**src/rtl/axi_read_arbiter.sv**
```systemverilog
// Two-requester AXI read-address arbiter with round-robin grant and per-requester
// outstanding-burst limits; read data is routed back by the MSB of the returned ID.
module axi_read_arbiter #(
  parameter int C_M_AXI_ID_WIDTH   = 1,
  parameter int C_M_AXI_ADDR_WIDTH = 32,
  parameter int C_M_AXI_DATA_WIDTH = 512,
  parameter int MAX_OUTSTANDING    = 16
) (
  input  logic                            ap_clk,
  input  logic                            ap_rst,
  input  logic                            s0_ARVALID,
  output logic                            s0_ARREADY,
  input  logic [C_M_AXI_ADDR_WIDTH-1:0]   s0_ARADDR,
  input  logic [7:0]                      s0_ARLEN,
  input  logic [2:0]                      s0_ARSIZE,
  input  logic [1:0]                      s0_ARBURST,
  input  logic [C_M_AXI_ID_WIDTH-1:0]     s0_ARID,
  output logic                            s0_RVALID,
  input  logic                            s0_RREADY,
  output logic [C_M_AXI_DATA_WIDTH-1:0]   s0_RDATA,
  output logic                            s0_RLAST,
  output logic [C_M_AXI_ID_WIDTH-1:0]     s0_RID,
  output logic [1:0]                      s0_RRESP,
  input  logic                            s1_ARVALID,
  output logic                            s1_ARREADY,
  input  logic [C_M_AXI_ADDR_WIDTH-1:0]   s1_ARADDR,
  input  logic [7:0]                      s1_ARLEN,
  input  logic [2:0]                      s1_ARSIZE,
  input  logic [1:0]                      s1_ARBURST,
  input  logic [C_M_AXI_ID_WIDTH-1:0]     s1_ARID,
  output logic                            s1_RVALID,
  input  logic                            s1_RREADY,
  output logic [C_M_AXI_DATA_WIDTH-1:0]   s1_RDATA,
  output logic                            s1_RLAST,
  output logic [C_M_AXI_ID_WIDTH-1:0]     s1_RID,
  output logic [1:0]                      s1_RRESP,
  output logic                            m_ARVALID,
  input  logic                            m_ARREADY,
  output logic [C_M_AXI_ADDR_WIDTH-1:0]   m_ARADDR,
  output logic [7:0]                      m_ARLEN,
  output logic [2:0]                      m_ARSIZE,
  output logic [1:0]                      m_ARBURST,
  output logic [C_M_AXI_ID_WIDTH:0]       m_ARID,
  input  logic                            m_RVALID,
  output logic                            m_RREADY,
  input  logic [C_M_AXI_DATA_WIDTH-1:0]   m_RDATA,
  input  logic                            m_RLAST,
  input  logic [C_M_AXI_ID_WIDTH:0]       m_RID,
  input  logic [1:0]                      m_RRESP
);

  localparam int CW = 8;
  localparam logic [CW-1:0] MAX_CNT = CW'(MAX_OUTSTANDING);
  localparam logic [0:0] ST_IDLE  = 1'b0;
  localparam logic [0:0] ST_ISSUE = 1'b1;

  logic [0:0]    state;
  logic          prio;
  logic [CW-1:0] cnt0, cnt1;
  logic          elig0, elig1, gnt0, gnt1;
  logic          r_sel, rlast_hs, inc0, inc1, dec0, dec1;

  assign elig0 = s0_ARVALID && (cnt0 < MAX_CNT);
  assign elig1 = s1_ARVALID && (cnt1 < MAX_CNT);

  // The priority holder wins a tie; the other requester wins only when alone.
  assign gnt0 = !ap_rst && (state == ST_IDLE) && elig0 && (!prio || !elig1);
  assign gnt1 = !ap_rst && (state == ST_IDLE) && elig1 && (prio || !elig0);

  assign s0_ARREADY = gnt0;
  assign s1_ARREADY = gnt1;
  assign m_ARVALID  = (state == ST_ISSUE);

  always_ff @(posedge ap_clk or posedge ap_rst) begin
    if (ap_rst) begin
      state     <= ST_IDLE;
      prio      <= 1'b0;
      m_ARADDR  <= '0;
      m_ARLEN   <= '0;
      m_ARSIZE  <= '0;
      m_ARBURST <= '0;
      m_ARID    <= '0;
    end else if (state == ST_IDLE) begin
      if (gnt0) begin
        state     <= ST_ISSUE;
        prio      <= 1'b1;
        m_ARADDR  <= s0_ARADDR;
        m_ARLEN   <= s0_ARLEN;
        m_ARSIZE  <= s0_ARSIZE;
        m_ARBURST <= s0_ARBURST;
        m_ARID    <= {1'b0, s0_ARID};
      end else if (gnt1) begin
        state     <= ST_ISSUE;
        prio      <= 1'b0;
        m_ARADDR  <= s1_ARADDR;
        m_ARLEN   <= s1_ARLEN;
        m_ARSIZE  <= s1_ARSIZE;
        m_ARBURST <= s1_ARBURST;
        m_ARID    <= {1'b1, s1_ARID};
      end
    end else if (m_ARREADY) begin
      state <= ST_IDLE;
    end
  end

  // R path is purely combinational and independent of the AR state machine.
  assign r_sel     = m_RID[C_M_AXI_ID_WIDTH];
  assign s0_RVALID = m_RVALID && !r_sel;
  assign s1_RVALID = m_RVALID && r_sel;
  assign m_RREADY  = r_sel ? s1_RREADY : s0_RREADY;
  assign s0_RID    = m_RID[C_M_AXI_ID_WIDTH-1:0];
  assign s1_RID    = m_RID[C_M_AXI_ID_WIDTH-1:0];
  assign s0_RDATA  = m_RDATA;
  assign s1_RDATA  = m_RDATA;
  assign s0_RLAST  = m_RLAST;
  assign s1_RLAST  = m_RLAST;
  assign s0_RRESP  = m_RRESP;
  assign s1_RRESP  = m_RRESP;

  // A stray RLAST against an empty counter is dropped rather than wrapping.
  assign rlast_hs = m_RVALID && m_RREADY && m_RLAST;
  assign inc0     = s0_ARVALID && s0_ARREADY;
  assign inc1     = s1_ARVALID && s1_ARREADY;
  assign dec0     = rlast_hs && !r_sel && (cnt0 != '0);
  assign dec1     = rlast_hs && r_sel && (cnt1 != '0);

  always_ff @(posedge ap_clk or posedge ap_rst) begin
    if (ap_rst) begin
      cnt0 <= '0;
      cnt1 <= '0;
    end else begin
      case ({inc0, dec0})
        2'b10:   cnt0 <= cnt0 + CW'(1);
        2'b01:   cnt0 <= cnt0 - CW'(1);
        default: cnt0 <= cnt0;
      endcase
      case ({inc1, dec1})
        2'b10:   cnt1 <= cnt1 + CW'(1);
        2'b01:   cnt1 <= cnt1 - CW'(1);
        default: cnt1 <= cnt1;
      endcase
    end
  end

endmodule

```
**config.mk**
```make
export PLATFORM = sky130hd
export DESIGN_NAME = axi_read_arbiter
export DESIGN_NICKNAME = d
export VERILOG_FILES = /design/src/rtl/axi_read_arbiter.sv
export SDC_FILE = /design/constraint.sdc
export NUM_CORES = 1
export LEC_CHECK = 0
export BUFFER_PORTS_ARGS = -buffer_cell sky130_fd_sc_hd__buf_4
export CORE_AREA = 2 2 659 661
export DETAILED_ROUTE_END_ITERATION = 6
export DIE_AREA = 0 0 661 663
export PLACE_DENSITY_LB_ADDON = 0.08
export REMOVE_ABC_BUFFERS = 1
export SYNTH_ARGS = -nofsm -noshare
export SYNTH_HDL_FRONTEND = slang
export SYNTH_SLANG_ARGS = --single-unit
```
**constraint.sdc**
```tcl
create_clock -name ap_clk -period 3.2 [get_ports ap_clk]
set_input_delay 0.48 -clock ap_clk [delete_from_list [all_inputs] [get_ports ap_clk]]
set_output_delay 0.48 -clock ap_clk [all_outputs]
set_load 0.02 [all_outputs]
```
* Yosys cells after proc, flatten, opt, wreduce, memory -nomap -nowiden
Index checks and enable logic that the tools add are counted.
** Cells by class
- Order comparisons :: 2
- Bitwise gates (word level) :: 1
- Add/sub/neg operators :: 4
- Equal/unequal tests :: 4
- Multiplexer cells :: 19
- Reductions and logical operators :: 30
** Operator list (count)
- $mux W32 :: 2
- $pmux W8 S2 :: 2
- $logic_and A1 B1 Y1 :: 17
- $add A8 B1 Y8 const B :: 2
- $lt A8 B5 Y1 const B :: 2
- $mux W8 :: 2
- $reduce_bool A8 Y1 :: 2
- $sub A8 B1 Y8 const B :: 2
- $mux W2 :: 4
- $mux W1 :: 7
- $mux W3 :: 2
- $reduce_bool A2 Y1 :: 3
- $logic_not A1 Y1 :: 5
- $eq A2 B1 Y1 const B :: 2
- $eq A2 B2 Y1 const B :: 2
- $logic_or A1 B1 Y1 :: 2
- $reduce_and A2 Y1 :: 1
- $not A1 Y1 :: 1
** Storage, ports and cells
- Logic and storage cells :: 69
- Bits of input ports :: 617
- Output and inout bits :: 1085
- Flip-flop bits (word level) :: 65

* Depth between registers and ports, before layout
- Word-level depth :: 8
- Gate-level depth with buffers :: 14
- Mapped depth without buffers :: 12

* Least setup slack after synthesis
OpenSTA, ideal clock, no wires.
- Path kind :: reg2reg
- From :: reg cnt0[4]
- To :: reg cnt0[7]
- Cell stages (with the launch flop) :: 14
- Buffers on the path :: 3
- Data arrival time :: 3.071 ns
- Required time :: 3.068 ns
- Period minus slack after synthesis :: 3.203 ns
- Library setup time :: 0.132 ns
- Slack :: -0.003 ns
- Cell sequence :: dfrtp_1 > nor4_4 > nand3_1 > a31o_1 > clkbuf_2 > buf_6 > buf_6 > ha_1 > ha_1 > a211oi_1 > o21ai_0 > or4_1 > o221ai_1 > nor4_1
** On the way
- Longest elaborated chain between the ends :: 7
- Elaborated cells on any way between the ends :: 13
- Those cells by class :: add/sub: 2; order compare: 1; eq/ne: 2; mux: 1; reduce/logical: 7
** RTL lines
- start, declared :: RTL line 59 : logic [CW-1:0] cnt0, cnt1;
- start signal, assigned :: RTL line 133 : 2'b10: cnt0 <= cnt0 + CW'(1);
- start signal, assigned :: RTL line 134 : 2'b01: cnt0 <= cnt0 - CW'(1);
- start signal, assigned :: RTL line 135 : default: cnt0 <= cnt0;
- $lt A8 B5 Y1 :: RTL line 63 : assign elig0 = s0_ARVALID && (cnt0 < MAX_CNT);
- $logic_and A1 B1 Y1 :: RTL line 63
- $logic_and A1 B1 Y1 (2 in series) :: RTL line 67 : assign gnt0 = !ap_rst && (state == ST_IDLE) && elig0 && (!prio || !elig1);
- $logic_and A1 B1 Y1 :: RTL line 122 : assign inc0 = s0_ARVALID && s0_ARREADY;
- $eq A2 B1 Y1 or $eq A2 B2 Y1 (tied branches) :: RTL line 132 : case ({inc0, dec0})
- $pmux W8 S2 or $reduce_bool A2 Y1 (tied branches)
Parallel ways exist; a longest one is shown, timed or not.
A chain may end at the register's enable or synchronous reset.

* Final worst setup path
Ends and elaborated chain as after synthesis.

==> reports/summary.txt <==
Outcome: complete, no violations
Flop2flop setup slack: 0.21 ns
Share of post-route cells with drive strength above 1: 41.8%
RR Startpoint: cnt0[4]
Final setup fails: 0
Vias in the first global route: 6,536
Worst skew pair latency: 0.56 ns
CTS root buf: clkbuf_16
CTS Buf Count: 13
Die Area: 438,000 um2
Cell accounting for the most synthesized area: buf_4
Fmax: 0.335 GHz
Hold Fails Final Rpt: 0
Synth async-reset ratio: 100%
Hold Crit Class: in -> async
Commonest non-fill, non-tap cells in the layout: buf_4 (209), dfrtp_1 (65), nor2_1 (53), a21oi_1 (53), mux2i_1 (44)
Synth warnings: 0
Synth Instances: 1,401
Die height: 663 um
RSZ-0062 raised after global routing: false
VDD IR-drop max: 0.255 mV
CTS Hold Bufs: 0
# DRC: 0
Max Cap Viol: 0
Commonest non-fill, non-tap cell in the layout: buf_4
Io pins: 1,702
Critical Path AT: 3.40 ns
Cell family with the largest share of critical-path delay: simple AND/OR/NAND/NOR gates
Crit-path max FO: 3
Synth Cell Area: 11,300 um2
Crit path cell chain: nor4_4, nand3_1, a31o_4, ha_1, ha_1, a211oi_1, o21ai_0, or4_1, o221ai_1, nor4_1
GP Congestion: 0.802
CTS tree: done
# fillers: 51,500
Die Span X: 661 um
GRT Total Usage: 27.3%
First-pass GRT wire length: 635 mm
Port bufs: 156
CP max stage cell: or4_1
Final worst-path cycle share: 93.4%
DR pass1 iterations: 5
Register area share after synthesis: 14.4%
Most Frequent Cell on Critical Path: ha_1
Pwr dens: 467 nW/um2
Initial Utilization: 2.62%
Final #Nets: 1,209
Worst path buffer plus inverter count: 0
Worst-path clk slew: 0.08 ns
Reg2reg end: cnt0[7]
Final instance area: 12,700 um2
Crit path kind: reg -> reg
CORE AREA: 432,000 um2
DP Wirelength: 592 mm
Post-synth top area share: 68.5%
Pins over their slew limit: 0
Detailed Route WL: 617 mm
Via total after detailed routing: 9,867
Crit end category: flop
Maximum number of pins on one net before global-route repair: 67
DRT iter0 DRCs: 1,689
Number of library cell types mapped by synthesis: 46
Relative slew slack: 55.0%
Global-route congestion overflow total: 0
Mean number of vias per cell: 1.56
Leak: 2.97 nW
Routed len/inst: 97.7 um
Slowest stage delay, CP: 0.53 ns
H-tree levels: 3
Critical Path RT: 3.61 ns
ANT nets after route: 0
DP Area: 12,300 um2
Mapped Avg Cell Area: 8.08 um2
Min Tclk post-route: 2.99 ns
Clock sink total: 65
Slew @ Worst Pin: 0.675 ns
Maximum clock path buffer count: 3
Initial antenna violation count: 13
Post-route non-filler standard cell count: 6,313
Synthesized flop and latch total: 65
Final Skew: 0.0341 ns
Rows: 242
Layout area overhead: 11.9%
Crit path launch type: flop
Placed insts: 6,295
Top post-synthesis cells by area: buf_4 (68%), dfrtp_1 (14%), mux2i_1 (4.2%)
Most used DFF post-synth: dfrtp_1
EDFF count, synth: 0
Reg2Reg Depth: 10
==> repair_timing <==
| action | in CTS | in global routing |
|---|---|---|
| endpoints found under the setup margin | 5 | 5 |
| pin swaps | 0 | 0 |
| gates resized for setup | 4 | 4 |
| buffers inserted | 0 | 0 |
==> how the worst max path moves through the flow <==
stage,from,end,cells past startpoint
after global placement,cnt1[4],cnt1[6],12
after detailed placement,cnt1[4],cnt1[7],12
final,cnt0[4],cnt0[7],10
after CTS,cnt1[4],s0_ARREADY,6
after global routing,cnt0[4],cnt0[7],10
after floorplan,cnt0[4],m_ARADDR[0],4
==> power by group <==
part           internal [mW]  total (mW)  switching, mW
logic                   1.18        2.95           1.76
clock network          0.775        1.47          0.696
registers               1.21        1.50          0.288
==> sequential cells by signal (all words and copies together) (netlist names) <==
name	count
cnt0	8
prio	1
cnt1	8
m_ARSIZE	3
m_ARADDR	32
m_ARID	2
m_ARBURST	2
m_ARLEN	8
m_ARVALID	1
==> synth_stat cells, types with 2 or more instances <==
| cell type | count |
|---|---|
| nor4_1 | 3 |
| nand2b_1 | 2 |
| dfrtp_1 | 65 |
| inv_1 | 15 |
| nor3b_1 | 4 |
| a21boi_0 | 2 |
| or4_1 | 2 |
| clkbuf_1 | 7 |
| nor3_1 | 2 |
| nand2_1 | 19 |
| nor2b_1 | 4 |
| a21oi_1 | 53 |
| nand3_1 | 8 |
| buf_4 | 1033 |
| fa_1 | 2 |
| ha_1 | 14 |
| a21o_1 | 3 |
| nor2_1 | 53 |
| a221oi_1 | 2 |
| o31ai_1 | 2 |
| mux2i_1 | 48 |
| buf_2 | 7 |
| xor2_1 | 6 |
| o21ai_0 | 17 |
| a211oi_1 | 5 |
| buf_6 | 2 |
| xnor2_1 | 2 |
==> metal layers <==
layer / wire length (um) / global-route usage (%) / up-vias
li1: - / - / 1708
met5: 11200 / 18.7 / -
met1: 63800 / 7.57 / 3720
met2: 303000 / 47.8 / 3941
met3: 176000 / 37.2 / 429
met4: 62900 / 22.3 / 69
==> cell families (layout without fill, tap and decap cells) <==
family	after synthesis	count (layout)	share of synthesized area, %
compound gates	92	92	4.59
xor+xnor	8	8	0.619
fa+ha+maj	16	16	1.90
buf+inv	1066	242	69.8
flops	65	65	14.4
mux	49	49	4.34
other cells	0	2	0
simple gates	105	105	4.39
==> cell type report <==
| cell class | instances | area, um2 | share of cell area [%] |
|---|---|---|---|
| antenna | 2 | 5.00 | 0.0395 |
| clock buffer | 15 | 353 | 2.78 |
| clock inverter | 1 | 5.00 | 0.0395 |
| inverter | 15 | 58.8 | 0.464 |
| multi-input combinational | 270 | 1850 | 14.6 |
| sequential | 65 | 1630 | 12.8 |
| tap | 5734 | 7170 | 56.6 |
| timing repair buffer | 211 | 1600 | 12.6 |
==> per-stage QoR <==
step	setup TNS [ns]	total power [mW]	util (%)	worst slack (ns)	hold slack (ns)
final	0	5.92	2.93	0.211	0.120
after global routing	0	6.32	2.93	0.0278	0.138
after CTS	0	6.14	2.93	0.0316	0.130
after detailed placement	-0.311	4.55	2.84	-0.111	0.489
after global placement	-0.379	4.61	2.84	-0.103	0.492
after floorplan	-63.95	2.79	-	-1.24	0.462
Note: power is estimated with default switching activity, not from simulation.
